==> src/rtl/ssd_value_formatter.sv <==
// ---------------------------------------------------------------------------
// ssd_value_formatter
//   Takes a binary value over a valid/ready handshake and produces eight
//   4-bit digits for the seven-segment display scanner. The value is shown
//   either as raw hex nibbles or as unsigned decimal. Decimal conversion uses
//   sequential double-dabble, one shift per clock. Digits stay stable between
//   conversions.
//
// Ports
//   clk       in   system clock (posedge)
//   rst       in   synchronous reset, active-high
//   in_valid  in   request qualifier for in_data / in_dec
//   in_ready  out  idle and able to accept (low while rst is high)
//   in_data   in   DATA_W-bit unsigned value
//   in_dec    in   1 = decimal conversion, 0 = hex nibbles
//   digit0..7 out  display digits, digit0 rightmost / least significant
//   ovf       out  last decimal value was >= 100_000_000 (digits show E)
//   done      out  one-cycle pulse when digits/ovf update
// ---------------------------------------------------------------------------
module ssd_value_formatter #(
    parameter int DATA_W = 32
) (
    input  logic              clk,
    input  logic              rst,
    input  logic              in_valid,
    output logic              in_ready,
    input  logic [DATA_W-1:0] in_data,
    input  logic              in_dec,
    output logic [3:0]        digit0,
    output logic [3:0]        digit1,
    output logic [3:0]        digit2,
    output logic [3:0]        digit3,
    output logic [3:0]        digit4,
    output logic [3:0]        digit5,
    output logic [3:0]        digit6,
    output logic [3:0]        digit7,
    output logic              ovf,
    output logic              done
);

    typedef enum logic [1:0] {
        S_IDLE,
        S_HEX,
        S_SHIFT,
        S_DONE
    } state_t;

    localparam logic [5:0]  LAST_SHIFT = 6'(DATA_W - 1);
    localparam int unsigned ALIGN      = 32 - DATA_W;

    state_t      r_state;
    state_t      w_next;

    logic [31:0] r_shreg;
    logic [39:0] r_bcd;
    logic [5:0]  r_cnt;
    logic [31:0] r_digits;
    logic        r_ovf;
    logic        r_done;

    logic        w_accept;
    logic [31:0] w_data_ext;
    logic [31:0] w_data_aligned;
    logic [39:0] w_bcd_adj;
    logic [39:0] w_bcd_next;

    // ------------------------------------------------------------------
    // State register
    // ------------------------------------------------------------------
    always_ff @(posedge clk) begin
        if (rst) begin
            r_state <= S_IDLE;
        end else begin
            r_state <= w_next;
        end
    end

    // ------------------------------------------------------------------
    // Next state and handshake
    // ------------------------------------------------------------------
    always_comb begin
        w_next   = r_state;
        in_ready = (r_state == S_IDLE) && !rst;
        w_accept = in_valid && (r_state == S_IDLE) && !rst;

        case (r_state)
            S_IDLE: begin
                if (w_accept) begin
                    w_next = in_dec ? S_SHIFT : S_HEX;
                end
            end
            S_HEX:   w_next = S_IDLE;
            // r_cnt counts completed shifts; the shift taken at this edge
            // is the final one when DATA_W-1 have already been done.
            S_SHIFT: begin
                if (r_cnt == LAST_SHIFT) begin
                    w_next = S_DONE;
                end
            end
            S_DONE:  w_next = S_IDLE;
            default: w_next = S_IDLE;
        endcase
    end

    // ------------------------------------------------------------------
    // Double-dabble step: add 3 to every BCD nibble >= 5, then shift
    // the next value bit in at the bottom.
    // ------------------------------------------------------------------
    always_comb begin
        w_bcd_adj = r_bcd;
        for (int unsigned k = 0; k < 10; k++) begin
            if (r_bcd[4*k +: 4] >= 4'd5) begin
                w_bcd_adj[4*k +: 4] = r_bcd[4*k +: 4] + 4'd3;
            end
        end
        w_bcd_next = (w_bcd_adj << 1) | {39'd0, r_shreg[31]};
    end

    // Decimal mode stores the value MSB-aligned so the next bit is always
    // r_shreg[31]; hex mode stores it zero-extended for direct nibble use.
    assign w_data_ext     = 32'(in_data);
    assign w_data_aligned = w_data_ext << ALIGN;

    // ------------------------------------------------------------------
    // Datapath and committed outputs
    // ------------------------------------------------------------------
    always_ff @(posedge clk) begin
        if (rst) begin
            r_shreg  <= '0;
            r_bcd    <= '0;
            r_cnt    <= '0;
            r_digits <= '0;
            r_ovf    <= 1'b0;
            r_done   <= 1'b0;
        end else begin
            r_done <= 1'b0;
            case (r_state)
                S_IDLE: begin
                    if (w_accept) begin
                        r_shreg <= in_dec ? w_data_aligned : w_data_ext;
                        r_bcd   <= '0;
                        r_cnt   <= '0;
                    end
                end
                S_HEX: begin
                    r_digits <= r_shreg;
                    r_ovf    <= 1'b0;
                    r_done   <= 1'b1;
                end
                S_SHIFT: begin
                    r_bcd   <= w_bcd_next;
                    r_shreg <= r_shreg << 1;
                    r_cnt   <= r_cnt + 6'd1;
                end
                S_DONE: begin
                    // Nine or ten decimal digits do not fit the display.
                    if (r_bcd[39:32] != 8'd0) begin
                        r_digits <= {8{4'hE}};
                        r_ovf    <= 1'b1;
                    end else begin
                        r_digits <= r_bcd[31:0];
                        r_ovf    <= 1'b0;
                    end
                    r_done <= 1'b1;
                end
                default: ;
            endcase
        end
    end

    assign digit0 = r_digits[3:0];
    assign digit1 = r_digits[7:4];
    assign digit2 = r_digits[11:8];
    assign digit3 = r_digits[15:12];
    assign digit4 = r_digits[19:16];
    assign digit5 = r_digits[23:20];
    assign digit6 = r_digits[27:24];
    assign digit7 = r_digits[31:28];
    assign ovf    = r_ovf;
    assign done   = r_done;

endmodule
==> config.mk <==
export PLATFORM = sky130hd
export DESIGN_NAME = ssd_value_formatter
export DESIGN_NICKNAME = d
export VERILOG_FILES = /design/src/rtl/ssd_value_formatter.sv
export SDC_FILE = /design/constraint.sdc
export NUM_CORES = 1
export LEC_CHECK = 0
export CORE_MARGIN = 1.5
export CORE_UTILIZATION = 60
export CTS_CLUSTER_DIAMETER = 80
export DETAILED_ROUTE_END_ITERATION = 10
export DONT_BUFFER_PORTS = 1
export GPL_TIMING_DRIVEN = 0
export MAX_ROUTING_LAYER = met4
export PLACE_DENSITY = 0.76
export SLEW_MARGIN = 15
export SYNTH_ARGS = -nofsm -noshare
export SYNTH_HDL_FRONTEND = slang
export SYNTH_SLANG_ARGS = --single-unit
==> constraint.sdc <==
create_clock -name clk -period 1.8 [get_ports clk]
set_clock_uncertainty 0.1 [all_clocks]
set_input_delay 0.09 -clock clk [delete_from_list [all_inputs] [get_ports clk]]
set_output_delay 0.09 -clock clk [all_outputs]
set_load 0.02 [all_outputs]
==> results by group, run 1 <==
Routing
  • Post-DRT Antenna Nets: 0
  • DRC Markers: 8
  • First-pass iteration count of the detailed router: 8
  • Routed Wire Length: 16.1 mm
  • Iteration-0 DRC Markers: 325
  • Vias: ~5300
  • Vias per inst: 6.38
  • Drt wl/cell: 19.5 um

Synthesis
  • Post-synthesis sequential area ratio: 41.5%
  • Yosys top cell area share: 41.5%
  • Syn nets: 713
  • Ys flop type: dfxtp_1
  • Syn avg cell area: 8.41 um^2
  • Syn Std Cell Area: 5500 um^2
  • Synth area leaders: dfxtp_1, nor2_1, ha_1
  • Count of cell types in the netlist: 42
  • Synth Register Bits: around 110
  • Yosys top cell by area: dfxtp_1
  • Commonest cells in the netlist: dfxtp_1, nor2_1, nand2_1, o21ai_0, a311oi_1
  • Syn. warnings: 0
  • Async S/R FF share, synth: 0%
  • Most common cell in the netlist: dfxtp_1
  • Post-synth EDFFs: 0
  • Mapped Cells: around 650

Timing
  • Hold_ws: ~0.028 ns
  • Final Hold Fails: 0
  • Setup violators final: 0
  • Slew Limit Fails: 0
  • Final min period: 1.77 ns
  • Crit share post-route: 98.3%
  • Setup TNS: 0 ns
  • Fmax: 565 MHz
  • RSZ-0062 raised after global routing: yes
  • Worst Tran Pin Value: 0.702 ns
  • Final setup margin: 0.0313 ns
  • Slew HR: 53.2%

Layout
  • Area grow syn2layout: 20.3%
  • ANT cells: 0
  • Nets: 766
  • Cell Count, Final, Fillers Out: approximately 830
  • Layout cells sized above 1: a little under a tenth

Clock network
  • Root buf cell: clkbuf_8
  • Clk pin slew, worst setup/hold paths: 0.06 ns
  • Worst-Skew Late Latency: 0.51 ns
  • Clk sinks: 114
  • CTS max path bufs: 2
  • CTS tree: built
  • CTS H-Tree Depth: 4
  • Total CTS buffers: 17

Placement
  • Final GP Congestion: approximately 0.86
  • Placed cells: 762
  • IO buf count: 0
  • Dpl hpwl: 10.8 mm
  • Pre-CTS setup slack: between 0.02 and 0.03 ns

Critical path
  • Origin of the worst setup path: r_state[1]
  • Crit Path Category: reg2out
  • Reg2Reg Launch Point: r_state[1]
  • Critical path capture point type: output pin
  • Top delay family on crit path: buffers and inverters
  • Crit-path cells: buf_2 > buf_6 > buf_6 > nor3_4
  • Worst r2r dst: r_bcd[29]
  • Setup slack, reg-to-reg: 0.06 ns
  • Stages on the worst setup path: 4
  • WP buf/inv: 3
  • Worst-case reg-to-reg path depth: 6
  • CP Data Required Time: approximately 1.6 ns
  • CP max-delay cell: nor3_4
  • Worst path max stage delay: around 0.32 ns
  • Crit path to: in_ready
  • CP dominant cell by count: buf_6
  • CP Launch Type: register
  • Critical Path AT: 1.58 ns
  • CP Max Fanout: 10

Global routing
  • Largest net degree at the start of global routing: 17
  • First-pass GRT wire length: 25.7 mm
  • Antenna violations before repair: 0
  • Total GRT Usage: 34.8%
  • Grt total ovfl: 0
  • Vias in the first global route: 5107

Power and ir drop
  • Cell Pwr Density: 1030 nW/um^2
  • Gate power share: under 10%
  • Peak supply drop: 0.611 mV
  • Clock share of power: 49.1%
  • Internal power component: 5.06 mW
  • Reg power frac: between 40 and 50%
  • Leakage: 2.53 nW
  • Sw Pwr: 1.73 mW
  • Net Sw Frac: 25.4%

Run status
  • Status: finished, violations left
  • Failing checks: DRC

Die
  • Core Area: roughly 8800 um^2
  • Width of the die: 98.7 um
  • Initial core utilization: 62.4%
  • Row count: 34
  • Die height: between 90 and 100 um
  • Die area: roughly 10000 um^2
  • # IOs: 71

Min path
  • HP Class: in2reg

Job
  • Maxcap violations: 0
flip-flops by register name, indices dropped and copies added, names as in the netlist:
name	flops
done	1
r_state	2
r_shreg	32
r_digits	32
r_bcd	40
r_cnt	6
ovf	1
placed cells by master, fill, tap and decap left out, types with 6 or more instances in the layout:
master	Yosys	routed
a311oi_1	31	31
ha_1	23	23
a21oi_1	25	24
nand2_1	64	64
clkbuf_16	0	16
xor2_1	12	12
o21ai_0	33	33
mux2i_1	10	10
nand3_1	10	10
dfxtp_1	114	113
buf_2	26	21
inv_1	28	28
buf_4	6	6
nand2b_1	12	12
nor3_1	18	17
a22o_1	29	29
a211oi_1	23	23
nor2_1	105	105
clkbuf_1	18	19
xnor2_1	10	10
o31a_1	22	22
dlygate4sd3_1	0	35
layout make-up:
| cell class | count | area (um^2) |
|---|---|---|
| multi-input cells | 459 | 2870 |
| flip-flops and latches | 114 | 2290 |
| fillers | 623 | 2190 |
| clock buffers | 21 | 449 |
| repair buffers | 35 | 350 |
| plain buffers | 51 | 280 |
| well taps | 108 | 135 |
| clock inverters | 10 | 134 |
| inverters | 29 | 109 |
how the worst min path moves through the flow:
| stage | startpoint | slack [ns] | cells after the start | end |
|---|---|---|---|---|
| 2_1_floorplan | in_data[10] | 0.15 | 2 | r_shreg[10] |
| 3_3_place_gp | in_data[15] | 0.16 | 2 | r_shreg[15] |
| 3_5_place_dp | in_data[1] | 0.16 | 2 | r_shreg[1] |
| 4_1_cts | rst | 0.03 | 3 | r_digits[13] |
| 5_1_grt | rst | 0.07 | 3 | r_digits[3] |
| 6_report | rst | 0.03 | 3 | r_digits[13] |
cells by family after synthesis:
| kind of cell | count (synthesis) | synth area share, % |
|---|---|---|
| buffers and inverters | 81 | 6.53 |
| AND/OR/NAND/NOR | 224 | 17.6 |
| flip-flops | 114 | 41.5 |
| multiplexers | 10 | 1.82 |
| adder cells (fa/ha/maj) | 23 | 5.23 |
| AO/OA/AOI/OAI | 180 | 23.8 |
| XOR/XNOR | 22 | 3.50 |
metrics by stage:
| stage | util [%] | power [mW] | instance area, um^2 |
|---|---|---|---|
| floorplan | - | 3.21 | 5500 |
| global placement | 64.0 | 3.38 | 5630 |
| detailed placement | 64.0 | 3.40 | 5630 |
| CTS | 75.0 | 6.75 | 6600 |
| global route | 75.1 | 6.98 | 6620 |
| finish | 75.1 | 6.78 | 6620 |
worst min-delay path: stages:
cell and delay [ns]:
clkbuf_1 0.32, a211oi_1 0.09, o31a_1 0.09
what timing repair did:
action,CTS,global route
cloned,0,0
setup buffers,0,0
endpoints found under the setup margin,1,12
hold buffers,35,0
resized for setup,12,5
hold endpoints to repair,57,0
pin swaps,1,1
power groups by stage:
stage                     registers [mW]  clock network, mW  logic (mW)
after floorplan                     2.80                  0       0.414
after global placement              2.83                  0       0.550
after detailed placement            2.83                  0       0.570
after CTS                           2.78               3.33       0.649
after global routing                2.79               3.46       0.725
final                               2.78               3.33       0.675
metal layers:
metal,global-route usage [%],share of wire (%),vias to the layer above
met1,39.7,40,2574
met5,-,0,-
met3,8.37,7.1,44
met2,58.3,49,234
met4,15.3,3.6,0
li1,-,-,2422
No activity file was read; power rests on OpenSTA's default activity.
==> run 2, diff against run 1 <==
--- a/config.mk
+++ b/config.mk
@@ -5,7 +5,6 @@
 export SDC_FILE = /design/constraint.sdc
 export NUM_CORES = 1
 export LEC_CHECK = 0
-export CORE_MARGIN = 1.5
 export CORE_UTILIZATION = 60
 export CTS_CLUSTER_DIAMETER = 80
 export DETAILED_ROUTE_END_ITERATION = 10
==> constraint.sdc (replaced) <==
create_clock -name clk -period 2.09 [get_ports clk]
set_clock_uncertainty 0.1 [all_clocks]
set_input_delay 0.1045 -clock clk [delete_from_list [all_inputs] [get_ports clk]]
set_output_delay 0.1045 -clock clk [all_outputs]
set_load 0.02 [all_outputs]
==> results by group, run 2 (synthesized netlist as in run 1, its figures left out) <==
Power and ir drop
  • Leakage: 2.52 nW (-0.39%)
  • Cell Pwr Density: 885 nW/um^2 (-14%)
  • Peak supply drop: 0.607 mV (-0.62%)

Layout
  • Largest reg by FF count: r_bcd
  • Most frequent cells in the layout: dfxtp_1, nor2_1, nand2_1, dlygate4sd3_1, o21ai_0
  • Nets: 766 (unchanged)
  • Fin area: 6580 um^2 (-0.49%)
  • Commonest non-fill, non-tap cell in the layout: dfxtp_1
  • Max reg flops: 40 (unchanged)
  • Area grow syn2layout: 19.7%
  • Layout cells sized above 1: 9.17% (-0.43 points)
  • Top flop regs: r_bcd: 40 flops, r_digits: 32 flops, r_shreg: 32 flops
  • ANT cells: 0 (unchanged)

Die
  • Initial core utilization: 62.4% (unchanged)
  • Core Area: 8810 um^2 (unchanged)
  • Die height: 97.7 um (-1.0%)
  • Die area: 9550 um^2 (-2.0%)
  • Row count: 34 (unchanged)
  • Width of the die: 97.7 um (-1.0%)
  • # IOs: 71 (unchanged)

Routing
  • Iteration-0 DRC Markers: 407 (+25%)
  • DRC Markers: 14 (+6)
  • Post-DRT Antenna Nets: 0 (unchanged)
  • Routed Wire Length: 15.5 mm (-4.1%)
  • Drt wl/cell: 18.7 um (-4.2%)
  • Vias per inst: 6.25 (-2.1%)
  • Vias: 5171 (-2.0%)
  • First-pass iteration count of the detailed router: 9 (+1)

Critical path
  • CP Data Required Time: 2.37 ns (+0.76 ns)
  • Setup slack, reg-to-reg: 0.15 ns (+0.09 ns)
  • CP max-delay cell: buf_2
  • Critical path capture point type: register
  • Worst path max stage delay: 0.39 ns (+0.07 ns)
  • Crit-path cells: buf_2 > buf_2 > clkbuf_1 > o21ai_0 > o21ai_0 > a21oi_1
  • WP buf/inv: 3 (unchanged)
  • CP Max Fanout: 19 (+9)
  • Crit Path Category: reg2reg
  • CP Launch Type: register
  • Critical Path AT: 2.21 ns (+0.63 ns)
  • Top delay family on crit path: buffers and inverters

Global routing
  • Vias in the first global route: 5065 (-0.82%)
  • First-pass GRT wire length: 24.7 mm (-3.6%)
  • Total GRT Usage: 34.2% (-0.55 points)
  • Grt total ovfl: 0 (unchanged)
  • Antenna violations before repair: 0 (unchanged)
  • Largest net degree at the start of global routing: 20 (+3)

Clock network
  • CTS tree: built
  • Worst-Skew Late Latency: 0.52 ns (about the same)
  • Clk pin slew, worst setup/hold paths: 0.06 ns (about the same)
  • Setup Fix Bufs, Post-CTS: 0 (unchanged)
  • CTS max path bufs: 2 (unchanged)
  • Total CTS buffers: 17 (unchanged)
  • Root buf cell: clkbuf_8
  • Clk sinks: 114 (unchanged)
  • CTS H-Tree Depth: 4 (unchanged)

Timing
  • Setup violators final: 0 (unchanged)
  • RSZ-0062 raised after global routing: no
  • Fmax: 516 MHz
  • Final min period: between 1.5 and 2 ns
  • Crit share post-route: around 93%
  • Slew HR: 57.1% (+3.9 points)
  • Slew Limit Fails: 0 (unchanged)
  • Worst Tran Pin Value: 0.643 ns (-0.0587 ns)
  • Final Hold Fails: 0 (unchanged)
  • Hold_ws: 0.0432 ns (+0.0154 ns)
  • Setup TNS: 0 ns (unchanged)

Run status
  • Status: finished, violations left
  • Failing checks: DRC

Placement
  • Final GP Congestion: 0.854 (-0.16%)
  • Placed inst area: 5630 um^2 (unchanged)
  • Dpl hpwl: 10.6 mm (-1.8%)
  • IO buf count: 0 (unchanged)

Job
  • Maxcap violations: 0 (unchanged)

Min path
  • HP Class: in2reg
run 2: changes by cell type in the layout (fill, tap and decap cells not counted), sizes merged:
| cell | delta |
|---|---|
| buf | +2 |
| clkbuf | -2 |
| clkinv | -1 |
| clkinvlp | +1 |
| dlygate4sd3 | +1 |
run 2: final cells by class:
| class | count | area (um^2) |
|---|---|---|
| fill | 651 | 2220 |
| tap | 108 | 135 |
| clock inverter | 10 | 133 |
| sequential | 114 | 2280 |
| multi-input combinational | 459 | 2870 |
| buffer | 50 | 243 |
| clock buffer | 22 | 453 |
| inverter | 29 | 109 |
| timing repair buffer | 36 | 360 |
run 2: metrics by stage:
stage | power, mW | std cells | utilization [%] | setup WS, ns
floorplan | 2.77 | 654 | - | 0.592
global placement | 2.91 | 762 | 64.0 | 0.333
detailed placement | 2.92 | 762 | 64.0 | 0.328
CTS | 5.81 | 829 | 74.8 | 0.0196
global route | 5.99 | 828 | 74.8 | 0.0460
finish | 5.83 | 828 | 74.8 | 0.153
run 2: path summary, 6_finish.rpt:
kind | from | end | depth (start not counted)
worst max-delay path | r_state[0] | r_digits[20] | 6
worst min-delay path | rst | r_digits[13] | 3
worst max register to register | r_state[0] | r_digits[20] | 6
worst min register to register | r_shreg[3] | r_shreg[4] | 2
run 2: what timing repair did:
action | 4_1_cts | 5_1_grt
endpoints found under the hold margin | 57 | 0
hold buffers | 36 | 0
endpoints found under the setup margin | 1 | 2
resized for setup | 2 | 0
pin swaps | 0 | 0
run 2: tightest hold or removal path, delay by kind of cell:
| family | cells | cell delay (ns) |
|---|---|---|
| AO/OA/AOI/OAI | 2 | 0.17 |
| buffers and inverters | 1 | 0.34 |
run 2: metal layers:
layer / up-vias / share of wire (%) / GRT usage, %
li1: 2417 / - / -
met1: 2499 / 42 / 40.1
met2: 207 / 48 / 54.8
met3: 48 / 6.8 / 7.99
met4: 0 / 3.9 / 18.1
met5: - / 0 / -
run 2: power by group:
group / switching [mW] / internal (mW)
Clock: 1.00 / 1.87
Combinational: 0.349 / 0.213
Sequential: 0.120 / 2.28
